## src/rtl/spk_out_pack.sv

```systemverilog
// spk_out_pack: spike output packer.
// Queues the IDs of neurons that fired. For each queued neuron it scans the
// destination table in ascending index order and emits one NoC spike flit per
// valid entry on a valid/ready output port.
//
// Output handshake: flit_out_vld is set only together with a freshly
// registered flit_out. While flit_out_vld=1 and flit_out_rdy=0, both are held
// unchanged. The flit is transferred on the rising edge where
// flit_out_vld=1 and flit_out_rdy=1. flit_out_vld never depends
// combinationally on flit_out_rdy.

module spk_out_pack #(
    parameter int FW                 = 59,
    parameter int FTW                = 3,
    parameter int NNW                = 12,
    parameter int SW                 = 24,
    parameter int DST_WIDTH          = 21,
    parameter int DST_DEPTH          = 4,
    parameter int FIFO_AW            = 4,
    parameter logic [FTW-1:0] SPK_TYPE = 3'b000,
    localparam int DAW               = $clog2(DST_DEPTH)
) (
    input  logic                 clk_spk_out,
    input  logic                 rst_n,
    input  logic                 soma_spk_out_vld,
    input  logic                 soma_spk_out_fire,
    input  logic [NNW-1:0]       soma_spk_out_nid,
    input  logic                 config_spk_enable,
    input  logic                 config_spk_clear,
    input  logic [SW-1:0]        config_spk_base,
    input  logic                 config_dst_we,
    input  logic [DAW-1:0]       config_dst_waddr,
    input  logic [DST_WIDTH-1:0] config_dst_wdata,
    output logic [FW-1:0]        flit_out,
    output logic                 flit_out_vld,
    input  logic                 flit_out_rdy,
    output logic                 spk_out_busy,
    output logic [15:0]          spk_drop_cnt
);

    localparam int FIFO_DEPTH = 1 << FIFO_AW;
    localparam int PADW       = FW - FTW - DST_WIDTH - SW;
    localparam logic [DAW-1:0]     IDX_LAST  = DAW'(DST_DEPTH - 1);
    localparam logic [FIFO_AW:0]   CNT_FULL  = (FIFO_AW + 1)'(FIFO_DEPTH);

    typedef enum logic [1:0] {
        ST_IDLE = 2'd0,
        ST_SCAN = 2'd1,
        ST_SEND = 2'd2
    } state_t;

    // ------------------------------------------------------------------
    // Neuron-ID FIFO
    // ------------------------------------------------------------------
    logic [NNW-1:0]     fifo_mem_q [FIFO_DEPTH];
    logic [FIFO_AW-1:0] wr_ptr_q, wr_ptr_d;
    logic [FIFO_AW-1:0] rd_ptr_q, rd_ptr_d;
    logic [FIFO_AW:0]   count_q,  count_d;
    logic               fifo_empty;
    logic               fifo_full;
    logic               push_req;
    logic               push_ok;
    logic               pop;
    logic               drop;

    // ------------------------------------------------------------------
    // Destination table and FSM registers
    // ------------------------------------------------------------------
    logic [DST_WIDTH-1:0] dst_tbl_q [DST_DEPTH];
    state_t               state_q,   state_d;
    logic [DAW-1:0]       idx_q,     idx_d;
    logic [NNW-1:0]       cur_nid_q, cur_nid_d;
    logic [FW-1:0]        flit_q,    flit_d;
    logic                 vld_q,     vld_d;
    logic [15:0]          drop_q,    drop_d;
    logic [DST_WIDTH-1:0] cur_entry;
    logic [SW-1:0]        payload;

    assign fifo_empty = (count_q == '0);
    assign fifo_full  = (count_q == CNT_FULL);

    // A clear cycle discards any incoming spike and blocks the pop, so the
    // FIFO really is empty on the following edge.
    assign push_req = soma_spk_out_vld & soma_spk_out_fire & config_spk_enable
                      & ~config_spk_clear;
    assign pop      = (state_q == ST_IDLE) & ~fifo_empty & ~config_spk_clear;
    assign push_ok  = push_req & (~fifo_full | pop);
    assign drop     = push_req & fifo_full & ~pop;

    // FIFO pointer and occupancy next-state; pointers wrap naturally.
    always_comb begin
        wr_ptr_d = wr_ptr_q;
        rd_ptr_d = rd_ptr_q;
        count_d  = count_q;
        if (push_ok) begin
            wr_ptr_d = wr_ptr_q + 1'b1;
        end
        if (pop) begin
            rd_ptr_d = rd_ptr_q + 1'b1;
        end
        case ({push_ok, pop})
            2'b10:   count_d = count_q + 1'b1;
            2'b01:   count_d = count_q - 1'b1;
            default: count_d = count_q;
        endcase
    end

    // FIFO pointer/occupancy registers; clear empties the queue.
    always_ff @(posedge clk_spk_out) begin
        if (!rst_n || config_spk_clear) begin
            wr_ptr_q <= '0;
            rd_ptr_q <= '0;
            count_q  <= '0;
        end else begin
            wr_ptr_q <= wr_ptr_d;
            rd_ptr_q <= rd_ptr_d;
            count_q  <= count_d;
        end
    end

    // FIFO storage: data only, validity is tracked by the pointers.
    always_ff @(posedge clk_spk_out) begin
        if (push_ok) begin
            fifo_mem_q[wr_ptr_q] <= soma_spk_out_nid;
        end
    end

    // Saturating drop counter next-state; survives clear.
    always_comb begin
        drop_d = drop_q;
        if (drop && (drop_q != 16'hFFFF)) begin
            drop_d = drop_q + 16'd1;
        end
    end

    // Drop counter register.
    always_ff @(posedge clk_spk_out) begin
        if (!rst_n) begin
            drop_q <= '0;
        end else begin
            drop_q <= drop_d;
        end
    end

    // Destination table: writable at any time, cleared only by reset.
    always_ff @(posedge clk_spk_out) begin
        if (!rst_n) begin
            for (int i = 0; i < DST_DEPTH; i++) begin
                dst_tbl_q[i] <= '0;
            end
        end else if (config_dst_we && (int'(config_dst_waddr) < DST_DEPTH)) begin
            dst_tbl_q[config_dst_waddr] <= config_dst_wdata;
        end
    end

    // SCAN looks at the table contents as they stand in the current cycle.
    assign cur_entry = dst_tbl_q[idx_q];
    assign payload   = config_spk_base + SW'(cur_nid_q);

    // Fan-out FSM next-state: pop a neuron, walk the table, send one flit per
    // valid entry.
    always_comb begin
        state_d   = state_q;
        idx_d     = idx_q;
        cur_nid_d = cur_nid_q;
        flit_d    = flit_q;
        vld_d     = vld_q;
        if (config_spk_clear) begin
            state_d = ST_IDLE;
            idx_d   = '0;
            flit_d  = '0;
            vld_d   = 1'b0;
        end else begin
            case (state_q)
                ST_IDLE: begin
                    if (!fifo_empty) begin
                        cur_nid_d = fifo_mem_q[rd_ptr_q];
                        idx_d     = '0;
                        state_d   = ST_SCAN;
                    end
                end
                ST_SCAN: begin
                    if (cur_entry[0]) begin
                        flit_d  = {SPK_TYPE, cur_entry, {PADW{1'b0}}, payload};
                        vld_d   = 1'b1;
                        state_d = ST_SEND;
                    end else if (idx_q == IDX_LAST) begin
                        state_d = ST_IDLE;
                    end else begin
                        idx_d = idx_q + 1'b1;
                    end
                end
                ST_SEND: begin
                    if (vld_q && flit_out_rdy) begin
                        vld_d = 1'b0;
                        if (idx_q == IDX_LAST) begin
                            state_d = ST_IDLE;
                        end else begin
                            idx_d   = idx_q + 1'b1;
                            state_d = ST_SCAN;
                        end
                    end
                end
                default: begin
                    state_d = ST_IDLE;
                    vld_d   = 1'b0;
                end
            endcase
        end
    end

    // Fan-out FSM state and output registers.
    always_ff @(posedge clk_spk_out) begin
        if (!rst_n) begin
            state_q   <= ST_IDLE;
            idx_q     <= '0;
            cur_nid_q <= '0;
            flit_q    <= '0;
            vld_q     <= 1'b0;
        end else begin
            state_q   <= state_d;
            idx_q     <= idx_d;
            cur_nid_q <= cur_nid_d;
            flit_q    <= flit_d;
            vld_q     <= vld_d;
        end
    end

    assign flit_out     = flit_q;
    assign flit_out_vld = vld_q;
    assign spk_drop_cnt = drop_q;
    assign spk_out_busy = ~fifo_empty | (state_q != ST_IDLE);

endmodule

```

## config.mk

```make
export PLATFORM = sky130hd
export DESIGN_NAME = spk_out_pack
export DESIGN_NICKNAME = d
export VERILOG_FILES = /design/src/rtl/spk_out_pack.sv
export SDC_FILE = /design/constraint.sdc
export NUM_CORES = 1
export LEC_CHECK = 0
export BUFFER_PORTS_ARGS = -buffer_cell sky130_fd_sc_hd__buf_4
export CAP_MARGIN = 20
export CORE_ASPECT_RATIO = 1.25
export CORE_MARGIN = 3
export CORE_UTILIZATION = 35
export CTS_BUF_LIST = sky130_fd_sc_hd__clkbuf_8
export DETAILED_ROUTE_END_ITERATION = 10
export PLACE_DENSITY_LB_ADDON = 0.08
export SETUP_SLACK_MARGIN = 0.5
export SYNTH_ARGS = -nofsm -noshare
export SYNTH_HDL_FRONTEND = slang
export SYNTH_SLANG_ARGS = --single-unit
```

## constraint.sdc

```tcl
create_clock -name clk_spk_out -period 3.1 [get_ports clk_spk_out]
set_clock_uncertainty 0.2 [all_clocks]
set_input_delay 0 -clock clk_spk_out [delete_from_list [all_inputs] [get_ports clk_spk_out]]
set_output_delay 0 -clock clk_spk_out [all_outputs]
set_load 0.03 [all_outputs]
```

Word level (Yosys, flattened, before mapping)
Memory sizes are Yosys's and may differ from the RTL's. A register that Yosys moved wholly into a read port is not among the register bits.
Index checks and enable logic that the tools add are counted.
- register bits: 79
- bits in latches: 0
- RAM bits: 276
- ROM bits: 0
- bits of input ports: 67
- output and inout bits: 77
- logic and storage cells: 88
- memories kept: 2
- $add $sub $neg: 7
- $mul: 0
- div/mod/pow operators: 0
- magnitude comparators: 0
- eq/ne operators: 12
- shifts and indexed selects: 0
- muxes and demuxes: 26
- bitwise logic cells: 16
- reductions and logical operators: 17
- memories (memory ; depth ; width ; rd ports ; clocked after memory_dff ; wr ports ; RTL line ; RTL):
    fifo_mem_q ; 16 ; 12 ; 1 ; 1 ; 1 ; 55 ; logic [NNW-1:0] fifo_mem_q [FIFO_DEPTH];
    dst_tbl_q ; 4 ; 21 ; 1 ; 1 ; 4 ; 69 ; logic [DST_WIDTH-1:0] dst_tbl_q [DST_DEPTH];
- operator list (kind ; number):
    adder 24 x 12 -> 24 bit ; 1
    two-way mux 2 bit ; 11
    two-way mux 21 bit ; 1
    OR reduction 21 bit ; 1
    adder 16 x 1 -> 16 bit, second input constant ; 1
    != test 16 bit, second input constant ; 1
    case mux 2 bit (3 select lines) ; 2
    two-way mux 1 bit ; 10
    case mux 5 bit (2 select lines) ; 1
    AND reduction 3 bit ; 3
    adder 4 x 1 -> 4 bit, second input constant ; 2
    bitwise AND 1 bit ; 8
    != test 2 bit, second input constant ; 4
    == test 2 bit, second input constant ; 3
    NOT 1 bit ; 6
    adder 5 x 1 -> 5 bit, second input constant ; 1
    == test 5 bit, second input constant ; 1
    zero test 5 bit ; 1
    subtractor 5 x 1 -> 5 bit, second input constant ; 1
    == test 2 x 1 -> 1 bit, second input constant ; 2
    AND reduction 4 bit ; 1
    nonzero test 2 bit ; 2
    != test 3 bit, second input constant ; 1
    case mux 1 bit (3 select lines) ; 1
    other kinds (9) ; 12

Longest topological paths before layout
- depth after elaboration: 8
- gate-level depth with buffers: 13
- mapped depth without buffers: 12

Worst setup path after synthesis
No wires, ideal clock.
- path kind: register -> register
- from: reg state_q[0]
- to: mem fifo_mem_q[3][0] (enable)
- library setup time: 0.396 ns
- arrival: 2.437 ns
- data required time: 2.504 ns
- setup slack: 0.067 ns
- cell stages (with the launch flop): 8
- path buffers: 1
- clock period less this slack: 3.033 ns
- path through: dfxtp_1 -> inv_1 -> ha_1 -> clkbuf_1 -> nand2b_1 -> a31oi_1 -> nand2_1 -> nor3_1
- cells in the longest elaborated chain, start to end: 7
- RTL lines (element ; RTL line ; RTL):
    start, declared ; 70 ; state_t state_q, state_d;
    start signal, assigned ; 221 ; state_q <= state_d;
    zero test 2 bit ; 86 ; assign pop = (state_q == ST_IDLE) & ~fifo_empty & ~config_spk_clear;
    bitwise AND 1 bit (2 in a row) ; 86 ;
    OR 1 bit ; 87 ; assign push_ok = push_req & (~fifo_full | pop);
    bitwise AND 1 bit ; 87 ;
    two-way mux 1 bit ; 123 ; if (push_ok) begin
    two-way mux 1 bit (not written as such) ; 124 ; fifo_mem_q[wr_ptr_q] <= soma_spk_out_nid;
    end, declared ; 55 ;
No other way between the ends.

Final worst setup path
- from: in config_spk_clear
- to: reg count_q[4]
- cells in the longest elaborated chain, start to end: 6
- RTL lines (element ; RTL line ; RTL):
    start, declared ; 29 ; input logic config_spk_clear,
    NOT 1 bit (no line) ; n/a ;
    bitwise AND 1 bit ; 86 ;
    OR 1 bit ; 87 ;
    bitwise AND 1 bit ; 87 ;
    == test 2 x 1 -> 1 bit / == test 2 bit (equally long branches) ; 101 ; case ({push_ok, pop})
    case mux 5 bit (2 select lines) / nonzero test 2 bit (equally long branches) ; n/a ;
    end signal, assigned ; 117 ; count_q <= count_d;
    end, declared ; 58 ; logic [FIFO_AW:0] count_q, count_d;
Several ways; a longest one is shown, not always the timed one.
A chain may end at the register's enable or synchronous reset.

==> PnR_summary.wiki <==
{| class="wikitable"
! Metric !! Value
|-
| Setup TNS || 0 ps
|-
| Critical path type || primary input to flip-flop
|-
| Routed vias/inst || 4.93
|-
| Routed vias || 9836
|-
| Htree depth || 2
|-
| Final weighted congestion of routability-driven global placement || 0.794
|-
| Register bit count reported by yosys || 369
|-
| Core Area || 43600 µm²
|-
| DIE HEIGHT || 242 µm
|-
| Power per standard cell area || 501 nW/µm²
|-
| Worst max-slew margin expressed relative to the limit || 0.401
|-
| Number of rows in the core area || 85
|-
| Actual slew at the worst max-slew pin || 895 ps
|-
| Final count of hold timing violations || 0
|-
| Synthesized instance count || 1077
|-
| Max Clk Rate || 382 MHz
|-
| Layout overhead on the synthesized area || 28.2%
|-
| Die width || 195 µm
|-
| Final Slew Violations || 0
|-
| Max-cap violation count || 0
|-
| Fraction of the yosys area taken by sequential cells || 0.650
|-
| Static power due to leakage || approximately 7.3 nW
|-
| Total standard cell area after synthesis || roughly 16000 µm²
|-
| Commonest register cell after synthesis || sky130_fd_sc_hd__edfxtp_1
|-
| Worst voltage drop across the vdd grid || 383 µV
|-
| Worst Path Max Fanout || 6
|-
| Unrepaired setup endpoints after global routing || yes
|-
| Clock net sink count || between 300 and 400
|-
| Util after Layout || 0.459
|-
| Pin count of the biggest net entering global routing || 52
|-
| First-pass GRT wire length || 62300 µm
|-
| Clock Tree Buf Depth || 3
|-
| Worst slack at placement || 270 ps
|-
| Number of synthesized flops with an enable pin || 276
|-
| Sum of overflow across all layers after global routing || 0
|-
| Area contributors post-synth || sky130_fd_sc_hd__edfxtp_1 (53%), sky130_fd_sc_hd__dfxtp_1 (12%), sky130_fd_sc_hd__mux4_2 (12%)
|-
| Number of nets in the layout || about 1500
|-
| Result of the run || complete, no violations
|-
| Number of unique standard cell types used by synthesis || 58
|-
| Number of buffers created by CTS || 60
|-
| Residual DRC count || 0
|-
| Number of global-route vias before repair || 10400
|-
| Worst Slack Setup Final || a little under 500 ps
|-
| Cell chosen for the clock root || sky130_fd_sc_hd__clkbuf_8
|-
| Initial standard-cell utilization of the core || 0.358
|-
| Initial antenna violation count || 1
|-
| Final WL || approximately 41000 µm
|-
| Latest clock arrival within the worst-skew pair || 670 ps
|-
| Routed wire per std cell || just over 20 µm
|-
| Post-layout power || roughly 0.01 W
|-
| Clock-pin slew of the registers on the worst-case setup and hold paths || 60 ps
|-
| Type of origin of the critical path || primary input
|-
| Share of the cycle needed by the critical path after routing || 0.844
|-
| Arrival time of the worst setup path || 2960 ps
|-
| Proportion of netlist area held by the largest area contributor || 0.531
|-
| TritonCTS clock tree || yes
|-
| Final Hold Slack || around 64 ps
|-
| Die Outline Area || 47200 µm²
|-
| Overall routing resource usage || 0.172
|-
| Largest area contributor in the synthesized netlist || sky130_fd_sc_hd__edfxtp_1
|-
| Half-perimeter wire length after detailed placement || 25000 µm
|-
| Iteration-0 DRC Markers || 518
|-
| Async SR Flop Fraction || 0
|-
| Antenna viol nets, final || 0
|-
| Final setup violating endpoints || 0
|-
| Final critical-path required period || 2620 ps
|-
| Class of the tightest hold or removal check || primary input to flip-flop
|-
| Number of input and output port buffers inserted || 129
|-
| Setup crit end kind || flip-flop
|-
| Total I/O pin count || between 100 and 150
|-
| Share of final-layout standard cells stronger than drive strength 1 || 0.265
|-
| Avg Inst Size Synth || 14.5 µm²
|-
| Worst endpoint required time || 3450 ps
|-
| Pre-antenna DRT Iters || 4
|-
| Number of synthesis warnings || 0
|}
## registers in the layout, indices dropped and copies added (netlist names), named ones only
name	count
fifo_mem_q	192
flit_out	45
state_q	2
wr_ptr_q	4
rd_ptr_q	4
dst_tbl_q	84
flit_out_vld	1
count_q	5
cur_nid_q	12
idx_q	2
spk_drop_cnt	16
## worst paths after layout
| check | from | to | slack [ps] | cells past startpoint |
|---|---|---|---|---|
| worst max-delay path | config_spk_clear | count_q[4] | 480 | 12 |
| worst min-delay path | config_spk_base[15] | flit_out[15] | 60 | 4 |
| worst max register to register | state_q[1] | count_q[4] | 550 | 12 |
| worst min register to register | flit_out[48] | flit_out[48] | 250 | 2 |
## synth_stat cells (all sizes together) (5+ instances only)
cell type	count
nor3	18
mux4	81
nand3	17
nand4	8
a21boi	5
clkbuf	47
nand2b	8
nand2	111
a21o	8
o21ai	31
edfxtp	276
or3	6
ha	25
a211oi	7
mux2i	5
inv	16
dfxtp	93
and3	29
xor2	18
xnor2	21
buf	24
a21oi	55
and2	78
nor2	47
## power by group
part / leakage (nW) / internal (W) / total (W) / switching [W]
registers: 3.30 / 0.00540 / 0.00544 / 0.0000324
clock network: 0.694 / 0.00202 / 0.00398 / 0.00196
logic: 3.35 / 0.000298 / 0.000626 / 0.000328
total: 7.34 / 0.00772 / 0.0100 / 0.00232
## kinds of logic (layout without fill, tap and decap cells)
group / count (synthesis) / count (layout) / share of synthesized area
AND/OR/NAND/NOR: 343 / 343 / 0.113
AO/OA/AOI/OAI: 124 / 125 / 0.0469
XOR/XNOR: 39 / 39 / 0.0219
multiplexers: 87 / 87 / 0.121
buffers and inverters: 87 / 427 / 0.0252
adder cells (fa/ha/maj): 27 / 27 / 0.0226
flip-flops: 369 / 369 / 0.650
other: 1 / 15 / 0.000240
## routing by layer
metal,global-route usage,vias up,part of all wire
li1,-,4632,-
met1,0.207,4958,0.41
met2,0.314,184,0.53
met3,0.0320,62,0.035
met4,0.0468,0,0.021
met5,0,-,0
## placed cells by master (no fill, tap or decap), types with 4 or more instances in the layout
cell type / n
sky130_fd_sc_hd__a211oi_1: 6
sky130_fd_sc_hd__a21o_1: 8
sky130_fd_sc_hd__a21oi_1: 54
sky130_fd_sc_hd__and2_1: 77
sky130_fd_sc_hd__and3_1: 29
sky130_fd_sc_hd__buf_12: 4
sky130_fd_sc_hd__buf_4: 181
sky130_fd_sc_hd__clkbuf_8: 65
sky130_fd_sc_hd__conb_1: 14
sky130_fd_sc_hd__dfxtp_1: 88
sky130_fd_sc_hd__dfxtp_2: 4
sky130_fd_sc_hd__dlygate4sd3_1: 116
sky130_fd_sc_hd__edfxtp_1: 276
sky130_fd_sc_hd__ha_1: 23
sky130_fd_sc_hd__inv_1: 49
sky130_fd_sc_hd__mux2i_1: 5
sky130_fd_sc_hd__mux4_2: 81
sky130_fd_sc_hd__nand2_1: 109
sky130_fd_sc_hd__nand2b_1: 7
sky130_fd_sc_hd__nand3_1: 17
sky130_fd_sc_hd__nand4_1: 8
sky130_fd_sc_hd__nor2_1: 46
sky130_fd_sc_hd__nor2b_1: 4
sky130_fd_sc_hd__nor3_1: 8
sky130_fd_sc_hd__nor3_2: 8
sky130_fd_sc_hd__o211ai_1: 4
sky130_fd_sc_hd__o21ai_0: 27
sky130_fd_sc_hd__or3_1: 6
sky130_fd_sc_hd__xnor2_1: 21
sky130_fd_sc_hd__xor2_1: 18
## final cells by class
cell class / instances / area [µm²]
antenna: 1 / 2.50
clock buffer: 65 / 895
clock inverter: 43 / 224
fill: 3973 / 23600
inverter: 16 / 60.1
multi-input combinational: 635 / 5360
sequential: 369 / 10200
tap: 565 / 707
timing repair buffer: 303 / 2620
## worst max-delay path, stage by stage
cell                            delay [ps]
sky130_fd_sc_hd__dlygate4sd3_1         540
sky130_fd_sc_hd__buf_4                 180
sky130_fd_sc_hd__nand4b_1              230
sky130_fd_sc_hd__dlygate4sd3_1         670
sky130_fd_sc_hd__nand2_2               140
sky130_fd_sc_hd__inv_1                  90
sky130_fd_sc_hd__ha_1                  320
sky130_fd_sc_hd__a21o_1                180
sky130_fd_sc_hd__a21oi_1               190
sky130_fd_sc_hd__mux2i_1               240
sky130_fd_sc_hd__xnor2_1               130
sky130_fd_sc_hd__nor2_1                 50
## stage by stage
stage	instances	cell area [µm²]
floorplan	1090	15700
global placement	1762	17500
detailed placement	1762	17500
CTS	1991	19900
global route	1997	20000
finish	1997	20000
## what timing repair did
item | in CTS | in global routing
setup buffers | 3 | 5
hold endpoints to repair | 418 | 0
gates resized for setup | 9 | 25
cloned | 1 | 0
pin swaps | 1 | 6
hold buffers | 117 | 0
setup endpoints to repair | 18 | 24
(Power assumes the default switching activity.)
